<file path="src/rtl/pwm_pkg.sv">
// Shared constants and types for the PWM peripheral's SPI front end.
package pwm_pkg;

  localparam int unsigned SPI_BYTE_W   = 8;
  localparam int unsigned SPI_BITCNT_W = 3;

  // Levels the input synchronisers take in reset (bus idle).
  localparam logic SCLK_IDLE = 1'b0;
  localparam logic CS_N_IDLE = 1'b1;
  localparam logic MOSI_IDLE = 1'b0;

  typedef enum logic {
    StIdle,
    StShift
  } spi_state_e;

endpackage

</file>
<file path="src/rtl/sync_edge.sv">
// Multi-stage input synchroniser with a history flop giving single-clk rise/fall pulses.
module sync_edge #(
  parameter int unsigned SYNC_STAGES = 2,
  parameter logic        RESET_VAL   = 1'b0
) (
  input  logic clk,
  input  logic rst,
  input  logic din,
  output logic q,
  output logic rise,
  output logic fall
);

  logic [SYNC_STAGES-1:0] stages_q;
  logic                   hist_q;

  always_ff @(posedge clk) begin
    if (rst) begin
      stages_q <= {SYNC_STAGES{RESET_VAL}};
      hist_q   <= RESET_VAL;
    end else begin
      stages_q <= {stages_q[SYNC_STAGES-2:0], din};
      hist_q   <= stages_q[SYNC_STAGES-1];
    end
  end

  assign q    = stages_q[SYNC_STAGES-1];
  assign rise = q & ~hist_q;
  assign fall = ~q & hist_q;

endmodule

</file>
<file path="src/rtl/spi_bridge.sv">
// SPI mode-0 slave, MSB first, oversampled in the system clock domain.
// Delivers received bytes with a byte_sync pulse and shifts data_out back on miso.
module spi_bridge
  import pwm_pkg::*;
#(
  parameter int unsigned SYNC_STAGES = 2
) (
  input  logic                  clk,
  input  logic                  rst,
  input  logic                  sclk,
  input  logic                  cs_n,
  input  logic                  mosi,
  output logic                  miso,
  output logic                  byte_sync,
  output logic [SPI_BYTE_W-1:0] data_in,
  input  logic [SPI_BYTE_W-1:0] data_out
);

  logic sclk_s, sclk_rise, sclk_fall;
  logic cs_n_s, cs_fall, cs_rise_unused;
  logic mosi_s, mosi_rise_unused, mosi_fall_unused;

  sync_edge #(.SYNC_STAGES(SYNC_STAGES), .RESET_VAL(SCLK_IDLE)) u_sync_sclk (
    .clk  (clk),
    .rst  (rst),
    .din  (sclk),
    .q    (sclk_s),
    .rise (sclk_rise),
    .fall (sclk_fall)
  );

  sync_edge #(.SYNC_STAGES(SYNC_STAGES), .RESET_VAL(CS_N_IDLE)) u_sync_cs_n (
    .clk  (clk),
    .rst  (rst),
    .din  (cs_n),
    .q    (cs_n_s),
    .rise (cs_rise_unused),
    .fall (cs_fall)
  );

  sync_edge #(.SYNC_STAGES(SYNC_STAGES), .RESET_VAL(MOSI_IDLE)) u_sync_mosi (
    .clk  (clk),
    .rst  (rst),
    .din  (mosi),
    .q    (mosi_s),
    .rise (mosi_rise_unused),
    .fall (mosi_fall_unused)
  );

  spi_state_e state_q, state_d;
  logic       in_frame;

  logic [SPI_BITCNT_W-1:0] bit_cnt_q, bit_cnt_d;
  logic [SPI_BYTE_W-1:0]   rx_shift_q, rx_shift_d;
  logic [SPI_BYTE_W-1:0]   tx_shift_q, tx_shift_d;
  logic [SPI_BYTE_W-1:0]   data_in_q, data_in_d;
  logic                    byte_sync_q, byte_sync_d;

  always_ff @(posedge clk) begin
    if (rst) begin
      state_q <= StIdle;
    end else begin
      state_q <= state_d;
    end
  end

  always_comb begin
    state_d = state_q;
    unique case (state_q)
      StIdle:  if (cs_fall) state_d = StShift;
      StShift: if (cs_n_s) state_d = StIdle;
      default: state_d = StIdle;
    endcase
  end

  always_comb begin
    in_frame = (state_q == StShift);
    miso     = in_frame ? tx_shift_q[SPI_BYTE_W-1] : 1'b0;
  end

  always_comb begin
    bit_cnt_d   = bit_cnt_q;
    rx_shift_d  = rx_shift_q;
    tx_shift_d  = tx_shift_q;
    data_in_d   = data_in_q;
    byte_sync_d = 1'b0;

    // Reload one clk after byte_sync so the decoder has settled data_out.
    if (cs_fall) begin
      bit_cnt_d  = '0;
      tx_shift_d = data_out;
    end else if (byte_sync_q) begin
      tx_shift_d = data_out;
    end else if (in_frame && sclk_fall && (bit_cnt_q != '0)) begin
      tx_shift_d = {tx_shift_q[SPI_BYTE_W-2:0], 1'b0};
    end

    if (in_frame && sclk_rise) begin
      rx_shift_d = {rx_shift_q[SPI_BYTE_W-2:0], mosi_s};
      bit_cnt_d  = bit_cnt_q + 1'b1;
      if (bit_cnt_q == '1) begin
        data_in_d   = {rx_shift_q[SPI_BYTE_W-2:0], mosi_s};
        byte_sync_d = 1'b1;
      end
    end

    // Deselect drops any partial byte; a byte completing this same clk still goes out.
    if (cs_n_s) begin
      bit_cnt_d  = '0;
      rx_shift_d = '0;
    end
  end

  always_ff @(posedge clk) begin
    if (rst) begin
      bit_cnt_q   <= '0;
      rx_shift_q  <= '0;
      tx_shift_q  <= '0;
      data_in_q   <= '0;
      byte_sync_q <= 1'b0;
    end else begin
      bit_cnt_q   <= bit_cnt_d;
      rx_shift_q  <= rx_shift_d;
      tx_shift_q  <= tx_shift_d;
      data_in_q   <= data_in_d;
      byte_sync_q <= byte_sync_d;
    end
  end

  assign byte_sync = byte_sync_q;
  assign data_in   = data_in_q;

endmodule
</file>
<file path="config.mk">
export PLATFORM = sky130hd
export DESIGN_NAME = spi_bridge
export DESIGN_NICKNAME = d
export VERILOG_FILES = /design/src/rtl/pwm_pkg.sv /design/src/rtl/sync_edge.sv /design/src/rtl/spi_bridge.sv
export SDC_FILE = /design/constraint.sdc
export NUM_CORES = 1
export LEC_CHECK = 0
export ABC_AREA = 1
export CORE_AREA = 2 2 54 76
export CTS_BUF_LIST = sky130_fd_sc_hd__clkbuf_8
export CTS_CLUSTER_DIAMETER = 100
export DETAILED_ROUTE_END_ITERATION = 7
export DIE_AREA = 0 0 56 78
export GPL_TIMING_DRIVEN = 1
export PLACE_DENSITY_LB_ADDON = 0.12
export SLEW_MARGIN = 20
export SYNTH_ARGS = -nofsm -noshare
export SYNTH_HDL_FRONTEND = slang
export SYNTH_SLANG_ARGS = --single-unit
</file>
<file path="constraint.sdc">
create_clock -name clk -period 1.7 [get_ports clk]
set_input_delay 0.17 -clock clk [delete_from_list [all_inputs] [get_ports clk]]
set_output_delay 0.17 -clock clk [all_outputs]
set_load 0.02 [all_outputs]
</file>
==> run summary, run 1 <==
RUN STATUS
------------------------------------------------------------------------------------------
Outcome                                                                       complete, no violations

SETUP PATH
------------------------------------------------------------------------------------------
CP Data Required Time                                                              1.53 ns
Number of cells on the worst reg-to-reg path                                             7
Launch point of the worst reg-to-reg path                                     u_sync_sclk.stages_q[1]$_SDFF_PP0_
CP max FO                                                                                4
Worst path cell trace                                                         nand2_1, inv_1, clkdlybuf4s50_1
Setup slack, reg-to-reg                                                            0.39 ns
Critical path type                                                            flip-flop to output port
Critical Path End Type                                                         output port
Cell family with the largest share of critical-path delay                     buffers and inverters
Total number of cells along the worst setup path                                         3
Slowest stage delay, CP                                                            0.59 ns
Number of buffers and inverters on the critical path                                     2
Worst flop-to-flop path endpoint                                              data_in[6]$_SDFFE_PP0P_
Crit-path slowest cell                                                        sky130_fd_sc_hd__clkdlybuf4s50_1
Kind of launch point of the worst setup path                                     flip-flop
Arrival time at the worst endpoint                                                 1.41 ns

TIMING
------------------------------------------------------------------------------------------
Worst hold slack                                                                  0.394 ns
Final number of max-transition violations                                                0
Max Fclk                                                                           633 MHz
Share of the cycle needed by the critical path after routing                         0.929
Setup ws final                                                                    0.121 ns
Fin crit period                                                                    1.58 ns
Worst clock skew                                                                0.00502 ns
Transition time at the pin with the least slew margin                             0.281 ns
Worst slew margin                                                                    0.812
Setup TNS                                                                             0 ns
Total of endpoints with negative setup slack in the final report                         0
Setup repair after global routing missed its margin                                  false
Final number of hold-violating endpoints                                                 0

ROUTING
------------------------------------------------------------------------------------------
Detailed-route via count                                                              1185
Ratio of routed vias to standard cells                                                4.72
Router iterations before antenna repair                                                  4
Final routed DRC violation total                                                         0
Average wire per cell in the routed design                                         10.9 µm
DRC violation total after the first TritonRoute iteration                               24
Post-DRT Antenna Nets                                                                    0
Total routed wirelength                                                            2730 µm

FLOORPLAN
------------------------------------------------------------------------------------------
Initial Util                                                                         0.389
I/O pin total                                                                           23
Vert. Die Dim                                                                        78 µm
Total die area                                                                    4370 µm²
Row count                                                                               26
Core region area                                                                  3640 µm²
Die outline width                                                                    56 µm

POWER
------------------------------------------------------------------------------------------
Pwr/cell area                                                                   930 nW/µm²
Static power due to leakage                                                       0.762 nW
Maximum resistive drop on vdd                                                   0.000728 V

SYNTHESIS
------------------------------------------------------------------------------------------
Xor and xnor fraction of the mapped netlist area                                         0
Synthesized-area fraction occupied by adder cells                                   0.0265
Fraction of registers with async set or reset after synthesis                            0
Cell variety after synth                                                                21
Post-synthesis instance area                                                      1420 µm²
Simple-gate portion of the synthesized area                                          0.271
EDFF count, synth                                                                        0
Complex-gate fraction of the synthesized area                                        0.112
Combinational family with the most area after synthesis                       simple AND/OR/NAND/NOR gates
Flop and latch count out of synthesis                                                   36
Cell count after synthesis                                                             180
Synth top area share                                                                 0.509
Yosys top cell by area                                                        sky130_fd_sc_hd__dfxtp_1
Biggest area contributors in the synthesized netlist                          sky130_fd_sc_hd__dfxtp_1 51%, sky130_fd_sc_hd__nand2_1 8.5%, sky130_fd_sc_hd__nand3_1 6.4%
Post-synthesis area per instance                                                  7.87 µm²
Top flip-flop cell by instance count after synthesis                          sky130_fd_sc_hd__dfxtp_1
Yosys warning count                                                                      0
Share of synthesized area spent on multiplexers                                          0
Synth Net Count                                                                        196
Post-synthesis sequential area ratio                                                 0.509

PLACEMENT
------------------------------------------------------------------------------------------
Number of cells after detailed placement                                               243
GP Congestion                                                                        0.792
Worst slack at placement                                                          0.374 ns
HPWL reported at the end of detailed placement                                     2040 µm
Count of input and output buffers                                                       22

CLOCK TREE
------------------------------------------------------------------------------------------
CTS tree                                                                               yes
Maximum count of clock buffers along a single path                                       2
Sink count of the clock tree                                                            36
Clock edge transition at the registers on the reported setup and hold paths        0.07 ns
Clock buffers created by TritonCTS                                                       5
CTS Root Buffer Type                                                          sky130_fd_sc_hd__clkbuf_8
Number of setup buffers added after CTS                                                  0
Post-CTS Hold Buffers                                                                    0
CTS H-Tree Depth                                                                         2
Clock network latency to the later pin of the worst-skew pair                      0.28 ns
Count of instances resized after the clock tree is built                                 0

RUN
------------------------------------------------------------------------------------------
Number of violations of the max-capacitance limit                                        0

LAYOUT
------------------------------------------------------------------------------------------
Non-filler cells, final                                                                251
Most frequent cells in the layout                                             36 x sky130_fd_sc_hd__dfxtp_1, 32 x sky130_fd_sc_hd__nand2_1, 22 x sky130_fd_sc_hd__nor2_1, 22 x sky130_fd_sc_hd__clkdlybuf4s50_1, 19 x sky130_fd_sc_hd__inv_1
Fin nets                                                                               224
Area added between synthesis and finish                                              26.9%
Fraction of final layout cells sized beyond drive strength 1                         0.124
Count of fill cells added during filler insertion                                      376
Antenna cells                                                                            0
Leading cell type in the layout, fill and taps excluded                       sky130_fd_sc_hd__dfxtp_1

GLOBAL ROUTE
------------------------------------------------------------------------------------------
Largest net degree at the start of global routing                                       15
Initial antenna violation count                                                          0
Wire length of the first global-routing pass                                       4980 µm
Total Routing Usage GR                                                               0.146
Total congestion overflow                                                                0
Vias in the first global route                                                        1196

WORST HOLD PATH
------------------------------------------------------------------------------------------
Cell depth of the worst min-delay path                                                   3
Min-delay worst type                                                          input port to flip-flop
Capture endpoint of the worst hold path                                       u_sync_mosi.stages_q[0]$_SDFF_PP0_
Worst Hold Launch                                                                     mosi

## tightest hold or removal path, stage by stage
cell and delay, ns:
sky130_fd_sc_hd__clkdlybuf4s50_1 0.39, sky130_fd_sc_hd__inv_1 0.05, sky130_fd_sc_hd__nor2_1 0.03
## cells by family after synthesis
kind of cell | after synthesis
and+or+nand+nor | 84
DFF | 36
AOI/OAI and AO/OA | 31
buffers and inverters | 26
adders and majority gates | 3
## through the flow
stage | utilization | power (mW) | instance area (µm²)
global placement | 0.463 | 0.958 | 1690
CTS | 0.493 | 1.70 | 1800
global route | 0.493 | 1.75 | 1800
detailed placement | 0.463 | 0.959 | 1690
floorplan | - | 0.917 | 1420
finish | 0.493 | 1.67 | 1800
## flip-flops by register name, summed over array words and instances, names as in the netlist
register	cells
bit_cnt_q	3
u_sync_sclk.hist_q	1
u_sync_cs_n.hist_q	1
in_frame	1
u_sync_mosi.stages_q	2
byte_sync	1
tx_shift_q	8
u_sync_sclk.stages_q	2
u_sync_cs_n.stages_q	2
rx_shift_q	7
data_in	8
## synth_stat cells (3+ instances only)
library cell	number
sky130_fd_sc_hd__ha_1	3
sky130_fd_sc_hd__o21ai_0	13
sky130_fd_sc_hd__inv_1	19
sky130_fd_sc_hd__nand3_1	18
sky130_fd_sc_hd__a21oi_1	15
sky130_fd_sc_hd__nand2_2	4
sky130_fd_sc_hd__nor2_1	22
sky130_fd_sc_hd__nand2_1	32
sky130_fd_sc_hd__dfxtp_1	36
## worst max-delay path by stage
stage	start	to	slack [ns]
2_1_floorplan	byte_sync$_SDFF_PP0_	tx_shift_q[7]$_SDFFE_PP0P_	0.56
3_3_place_gp	u_sync_sclk.stages_q[1]$_SDFF_PP0_	data_in[6]$_SDFFE_PP0P_	0.41
3_5_place_dp	u_sync_sclk.stages_q[1]$_SDFF_PP0_	data_in[6]$_SDFFE_PP0P_	0.37
4_1_cts	in_frame$_SDFF_PP0_	miso	0.09
5_1_grt	in_frame$_SDFF_PP0_	miso	0.02
6_report	in_frame$_SDFF_PP0_	miso	0.12
## layout make-up
| class | count | area [µm²] | share of cell area |
|---|---|---|---|
| flip-flops and latches | 36 | 721 | 0.401 |
| multi-input cells | 118 | 581 | 0.323 |
| repair buffers | 25 | 243 | 0.135 |
| inverters | 22 | 90.1 | 0.0501 |
| clock buffers | 5 | 68.8 | 0.0383 |
| well taps | 42 | 52.6 | 0.0292 |
| clock inverters | 3 | 42.5 | 0.0237 |
## layer usage
layer / global-route usage / share of wire / up-vias / wire [µm]
li1: - / - / 627 / -
met4: 0.0833 / 0.033 / 0 / 91
met5: 0 / 0 / - / 0
met1: 0.147 / 0.39 / 522 / 1070
met2: 0.261 / 0.53 / 27 / 1450
met3: 0.0450 / 0.045 / 9 / 122
## power breakdown
| group | total (mW) | leakage [nW] | switching, mW | internal (mW) |
|---|---|---|---|---|
| Sequential | 0.860 | 0.292 | 0.00555 | 0.855 |
| Clock | 0.732 | 0.0541 | 0.299 | 0.433 |
| Combinational | 0.0787 | 0.417 | 0.0379 | 0.0408 |
| Total | 1.67 | 0.762 | 0.342 | 1.33 |
Power figures use the tool's default switching activity.
==> run 2: changes to the inputs <==
clock period = 1.9 ns   (was 1.7 ns; I/O delays follow)
==> run 2 against run 1 <==
Global-route usage is 0.42 points lower. Final area decreased by 0.63%. Clock power decreased by 11%. Critical path depth did not move. Critical endpoint unchanged. Total power down 11%. Non-clock buffer count fell by 1.
==> run summary, run 2 (synthesized netlist as in run 1, its figures left out) <==
LAYOUT
------------------------------------------------------------------------------------------
Count of fill cells added during filler insertion                                      380   +1.1%
Post-route cell area                                                              1790 µm²   -0.63%
Fin nets                                                                               223   -0.45%
Most frequent cells in the layout                                             36 x sky130_fd_sc_hd__dfxtp_1, 32 x sky130_fd_sc_hd__nand2_1, 22 x sky130_fd_sc_hd__nor2_1, 22 x sky130_fd_sc_hd__clkdlybuf4s50_1, 20 x sky130_fd_sc_hd__inv_1
Area added between synthesis and finish                                              26.1%
Leading cell type in the layout, fill and taps excluded                       sky130_fd_sc_hd__dfxtp_1
Non-filler cells, final                                                                250   -0.40%
Fraction of final layout cells sized beyond drive strength 1                         0.115   -0.00902
Antenna cells                                                                            0   unchanged

POWER
------------------------------------------------------------------------------------------
Net Switching                                                                     0.310 mW   -9.4%
Power share of the combinational group                                               0.047   about the same
Pwr/cell area                                                                   837 nW/µm²   -10%
Proportion of power drawn by flip-flops and latches                                  0.515   about the same
Static power due to leakage                                                       0.762 nW   about the same
Internal portion of total power                                                    1.19 mW   -11%
Share of total power in the clock network                                            0.438   about the same
Maximum resistive drop on vdd                                                   0.000598 V   -18%
Sw Share                                                                             0.207   +0.00258

PLACEMENT
------------------------------------------------------------------------------------------
Worst slack at placement                                                          0.540 ns   +0.166 ns
HPWL reported at the end of detailed placement                                     2090 µm   +2.4%
Placed standard-cell area                                                         1680 µm²   -0.45%
Number of cells after detailed placement                                               242   -0.41%
Count of input and output buffers                                                       22   unchanged
GP Congestion                                                                        0.725   -8.5%

CLOCK TREE
------------------------------------------------------------------------------------------
Count of instances resized after the clock tree is built                                 0   unchanged
Post-CTS Hold Buffers                                                                    0   unchanged
Clock buffers created by TritonCTS                                                       5   unchanged
CTS tree                                                                               yes
Clock network latency to the later pin of the worst-skew pair                      0.29 ns   about the same
Maximum count of clock buffers along a single path                                       2   unchanged
CTS H-Tree Depth                                                                         2   unchanged
Clock edge transition at the registers on the reported setup and hold paths        0.07 ns   about the same
Number of setup buffers added after CTS                                                  0   unchanged
Sink count of the clock tree                                                            36   unchanged
CTS Root Buffer Type                                                          sky130_fd_sc_hd__clkbuf_8

GLOBAL ROUTE
------------------------------------------------------------------------------------------
Wire length of the first global-routing pass                                       4800 µm   -3.6%
Initial antenna violation count                                                          0   unchanged
Total Routing Usage GR                                                               0.142   -0.00422
Vias in the first global route                                                        1152   -3.7%
Largest net degree at the start of global routing                                       15   unchanged
Total congestion overflow                                                                0   unchanged

SETUP PATH
------------------------------------------------------------------------------------------
Number of buffers and inverters on the critical path                                     2   unchanged
Arrival time at the worst endpoint                                                 1.39 ns   -0.02 ns
Cell family with the largest share of critical-path delay                     buffers and inverters
CP Data Required Time                                                              1.71 ns   +0.18 ns
Slowest stage delay, CP                                                            0.59 ns   about the same
Crit-path slowest cell                                                        sky130_fd_sc_hd__clkdlybuf4s50_1
Kind of launch point of the worst setup path                                     flip-flop
Critical path type                                                            flip-flop to output port
CP max FO                                                                                4   unchanged
Worst path cell trace                                                         nand2_1, inv_1, clkdlybuf4s50_1
Critical Path End Type                                                         output port

TIMING
------------------------------------------------------------------------------------------
Total of endpoints with negative setup slack in the final report                         0   unchanged
Setup ws final                                                                    0.323 ns   +0.202 ns
Final number of max-transition violations                                                0   unchanged
Share of the cycle needed by the critical path after routing                         0.830
Setup repair after global routing missed its margin                                  false
Worst clock skew                                                                0.00643 ns   +0.00141 ns
Final number of hold-violating endpoints                                                 0   unchanged
Transition time at the pin with the least slew margin                             0.277 ns   -0.00474 ns
Max Fclk                                                                           634 MHz
Worst slew margin                                                                    0.815   +0.00316
Setup TNS                                                                             0 ns   unchanged
Fin crit period                                                                    1.58 ns

FLOORPLAN
------------------------------------------------------------------------------------------
Initial Util                                                                         0.389   unchanged
Die outline width                                                                    56 µm   unchanged
Total die area                                                                    4370 µm²   unchanged
Core region area                                                                  3640 µm²   unchanged
Row count                                                                               26   unchanged
Vert. Die Dim                                                                        78 µm   unchanged
I/O pin total                                                                           23   unchanged

RUN
------------------------------------------------------------------------------------------
Number of violations of the max-capacitance limit                                        0   unchanged

ROUTING
------------------------------------------------------------------------------------------
Ratio of routed vias to standard cells                                                4.74   +0.40%
DRC violation total after the first TritonRoute iteration                               44   +83%
Post-DRT Antenna Nets                                                                    0   unchanged
Detailed-route via count                                                              1185   unchanged
Total routed wirelength                                                            2820 µm   +3.2%
Average wire per cell in the routed design                                         11.3 µm   +3.6%
Final routed DRC violation total                                                         0   unchanged
Router iterations before antenna repair                                                  4   unchanged

RUN STATUS
------------------------------------------------------------------------------------------
Outcome                                                                       complete, no violations

WORST HOLD PATH
------------------------------------------------------------------------------------------
Min-delay worst type                                                          flip-flop to flip-flop

==> run 2: cell types whose count changed in the layout (fill, tap and decap cells not counted) <==
cell,change
sky130_fd_sc_hd__buf_4,-1
sky130_fd_sc_hd__clkinvlp_4,-1
sky130_fd_sc_hd__inv_1,+1
==> run 2: final timing paths <==
check / startpoint / endpoint / slack [ns] / cells past startpoint
worst max-delay path: in_frame$_SDFF_PP0_ / miso / 0.32 / 3
worst min-delay path: u_sync_cs_n.stages_q[0]$_SDFF_PP1_ / u_sync_cs_n.stages_q[1]$_SDFF_PP1_ / 0.41 / 1
worst max register to register: u_sync_sclk.stages_q[1]$_SDFF_PP0_ / data_in[7]$_SDFFE_PP0P_ / 0.54 / 7
worst min register to register: u_sync_cs_n.stages_q[0]$_SDFF_PP1_ / u_sync_cs_n.stages_q[1]$_SDFF_PP1_ / 0.41 / 1
==> run 2: cell type report <==
cell class	instances	area, µm²	share of cell area
clock inverters	3	38.8	0.0217
inverters	22	90.1	0.0504
flip-flops and latches	36	721	0.403
multi-input cells	118	581	0.325
repair buffers	24	235	0.132
well taps	42	52.6	0.0294
clock buffers	5	68.8	0.0385
==> run 2: per-layer routing <==
layer  vias up  track usage  wire length (µm)
li1        622            -                 -
met1       532        0.137              1100
met2        26        0.271              1550
met3         5       0.0350               128
met4         0       0.0714                44
met5         -            0                 0
==> run 2: stage by stage <==
stage	utilization	power (mW)	hold slack [ns]
5_1_grt	0.490	1.56	0.427
3_5_place_dp	0.461	0.858	0.397
2_1_floorplan	-	0.821	0.252
4_1_cts	0.490	1.51	0.409
6_report	0.490	1.50	0.411
3_3_place_gp	0.461	0.857	0.392
==> run 2: power by group through the flow <==
stage | clock network [mW] | registers, mW | logic, mW
finish | 0.655 | 0.769 | 0.0706
global route | 0.708 | 0.770 | 0.0778
CTS | 0.672 | 0.769 | 0.0715
detailed placement | 0 | 0.787 | 0.0712
global placement | 0 | 0.787 | 0.0704
floorplan | 0 | 0.786 | 0.0351
==> run 3: changes to the inputs <==
clock period = 1.55 ns   (was 1.9 ns; I/O delays follow)
==> run 3 against run 2 <==
Total power increased by 13%. Global-route usage is 0.49 points higher. First-iteration DRC count shrank 75%. Combinational power grew 23%. Register-to-register slack got worse by 0.26 ns. Count of clock-buffer cells in the layout increased by 1. Sequential cell count did not move. Worst setup slack lost 0.15 ns. Clock skew is 0.0046 ns lower. Final cell count grew 0.80%. Hold slack worse by 0.029 ns. Largest power group unchanged.
==> run summary, run 3 (synthesized netlist as in run 1, its figures left out) <==
CLOCK TREE
------------------------------------------------------------------------------------------
Post-CTS Hold Buffers                                                                    0   unchanged
CTS H-Tree Depth                                                                         2   unchanged
Count of instances resized after the clock tree is built                                 1   +1
Number of setup buffers added after CTS                                                  0   unchanged
Clock network latency to the later pin of the worst-skew pair                      0.28 ns   about the same
Sink count of the clock tree                                                            36   unchanged
Clock buffers created by TritonCTS                                                       5   unchanged
Clock edge transition at the registers on the reported setup and hold paths        0.06 ns   about the same
CTS Root Buffer Type                                                          sky130_fd_sc_hd__clkbuf_8
CTS tree                                                                               yes
Maximum count of clock buffers along a single path                                       2   unchanged

GLOBAL ROUTE
------------------------------------------------------------------------------------------
Largest net degree at the start of global routing                                       15   unchanged
Initial antenna violation count                                                          0   unchanged
Total congestion overflow                                                                0   unchanged
Vias in the first global route                                                        1222   +6.1%
Wire length of the first global-routing pass                                       4930 µm   +2.6%
Total Routing Usage GR                                                               0.147   +0.00490

SETUP PATH
------------------------------------------------------------------------------------------
Worst path cell trace                                                         clkdlybuf4s50_1
Critical path type                                                            flip-flop to output port
Number of buffers and inverters on the critical path                                     1   -1
Setup slack, reg-to-reg                                                            0.28 ns   -0.26 ns
Crit-path slowest cell                                                        sky130_fd_sc_hd__clkdlybuf4s50_1
CP Data Required Time                                                              1.39 ns   -0.32 ns
Slowest stage delay, CP                                                            0.60 ns   about the same
Critical Path End Type                                                         output port
Cell family with the largest share of critical-path delay                     buffers and inverters
Arrival time at the worst endpoint                                                 1.22 ns   -0.17 ns
CP max FO                                                                                2   -2
Kind of launch point of the worst setup path                                     flip-flop

POWER
------------------------------------------------------------------------------------------
Net Switching                                                                     0.356 mW   +15%
Proportion of power drawn by flip-flops and latches                                  0.559   +0.044
Maximum resistive drop on vdd                                                   0.000657 V   +9.9%
Internal portion of total power                                                    1.33 mW   +12%
Static power due to leakage                                                       0.771 nW   +1.2%
Share of total power in the clock network                                            0.390   -0.048
Sw Share                                                                             0.211   +0.00348
Pwr/cell area                                                                   947 nW/µm²   +13%
Power share of the combinational group                                               0.051   +0.004

PLACEMENT
------------------------------------------------------------------------------------------
Count of input and output buffers                                                       22   unchanged
Worst slack at placement                                                          0.277 ns   -0.263 ns
GP Congestion                                                                        0.726   +0.23%
HPWL reported at the end of detailed placement                                     2030 µm   -2.7%

FLOORPLAN
------------------------------------------------------------------------------------------
Total die area                                                                    4370 µm²   unchanged
Row count                                                                               26   unchanged
I/O pin total                                                                           23   unchanged
Initial Util                                                                         0.389   unchanged
Vert. Die Dim                                                                        78 µm   unchanged
Die outline width                                                                    56 µm   unchanged
Core region area                                                                  3640 µm²   unchanged

ROUTING
------------------------------------------------------------------------------------------
DRC violation total after the first TritonRoute iteration                               11   -75%
Detailed-route via count                                                              1204   +1.6%
Final routed DRC violation total                                                         0   unchanged
Router iterations before antenna repair                                                  4   unchanged
Ratio of routed vias to standard cells                                                4.78   +0.80%
Average wire per cell in the routed design                                         10.8 µm   -4.2%
Post-DRT Antenna Nets                                                                    0   unchanged
Total routed wirelength                                                            2720 µm   -3.5%

LAYOUT
------------------------------------------------------------------------------------------
Leading cell type in the layout, fill and taps excluded                       sky130_fd_sc_hd__dfxtp_1
Fraction of final layout cells sized beyond drive strength 1                         0.119   +0.00366
Most frequent cells in the layout                                             36 x sky130_fd_sc_hd__dfxtp_1, 32 x sky130_fd_sc_hd__nand2_1, 22 x sky130_fd_sc_hd__nor2_1, 21 x sky130_fd_sc_hd__inv_1, 21 x sky130_fd_sc_hd__clkdlybuf4s50_1
Count of fill cells added during filler insertion                                      369   -2.9%
Fin nets                                                                               225   +0.90%
Area added between synthesis and finish                                              25.9%
Antenna cells                                                                            0   unchanged

TIMING
------------------------------------------------------------------------------------------
Transition time at the pin with the least slew margin                             0.290 ns   +0.0136 ns
Worst clock skew                                                                0.00182 ns   -0.00462 ns
Setup TNS                                                                             0 ns   unchanged
Setup ws final                                                                    0.173 ns   -0.150 ns
Worst slew margin                                                                    0.806   -0.00906
Final number of max-transition violations                                                0   unchanged
Worst hold slack                                                                  0.382 ns   -0.0292 ns
Setup repair after global routing missed its margin                                  false
Max Fclk                                                                           726 MHz
Fin crit period                                                                    1.38 ns
Final number of hold-violating endpoints                                                 0   unchanged
Share of the cycle needed by the critical path after routing                         0.888
Total of endpoints with negative setup slack in the final report                         0   unchanged

RUN
------------------------------------------------------------------------------------------
Number of violations of the max-capacitance limit                                        0   unchanged

RUN STATUS
------------------------------------------------------------------------------------------
Outcome                                                                       complete, no violations

WORST HOLD PATH
------------------------------------------------------------------------------------------
Min-delay worst type                                                          input port to flip-flop

-- run 3: cell count changes in the layout (fill, tap and decap cells not counted), sizes merged --
cell | previous run | this run
buf | 2 | 4
bufinv | 1 | 0
clkbuf | 5 | 6
clkdlybuf4s50 | 22 | 21
clkinv | 1 | 0
dlygate4sd2 | 0 | 1
inv | 23 | 24
-- run 3: per-stage QoR --
stage                     cell area, µm²  power, mW   util  std cells
after floorplan                     1420       1.01      -        180
after global placement              1690       1.05  0.465        244
after detailed placement            1690       1.05  0.465        244
after CTS                           1780       1.72  0.489        252
after global routing                1780       1.77  0.489        252
final                               1780       1.69  0.489        252
-- run 3: power groups by stage --
stage,Sequential (mW),Combinational (mW),Clock (mW)
after floorplan,0.963,0.0431,0
after global placement,0.964,0.0874,0
final,0.943,0.0868,0.658
after CTS,0.943,0.0891,0.688
after detailed placement,0.965,0.0888,0
after global routing,0.944,0.0972,0.732
-- run 3: layout make-up --
type                       count  area (µm²)  share of cell area
sequential                    36         721               0.404
multi-input combinational    118         581               0.326
timing repair buffer          26         249               0.140
inverter                      22        90.1              0.0505
clock buffer                   6        82.6              0.0463
tap                           42        52.6              0.0295
clock inverter                 2        7.51             0.00421
-- run 3: worst paths after layout --
kind | from | endpoint | depth (start not counted)
hold reg to reg | u_sync_mosi.stages_q[0]$_SDFF_PP0_ | u_sync_mosi.stages_q[1]$_SDFF_PP0_ | 2
hold / removal | mosi | u_sync_mosi.stages_q[0]$_SDFF_PP0_ | 3
setup / recovery | byte_sync$_SDFF_PP0_ | byte_sync | 1
setup reg to reg | bit_cnt_q[0]$_SDFFE_PP0P_ | tx_shift_q[7]$_SDFFE_PP0P_ | 8
-- run 3: metal layers --
metal,vias up,wire length (µm),GRT usage
met5,-,0,0
met4,0,65,0.0833
met3,5,118,0.0517
met2,26,1500,0.276
met1,546,1040,0.131
li1,627,-,-
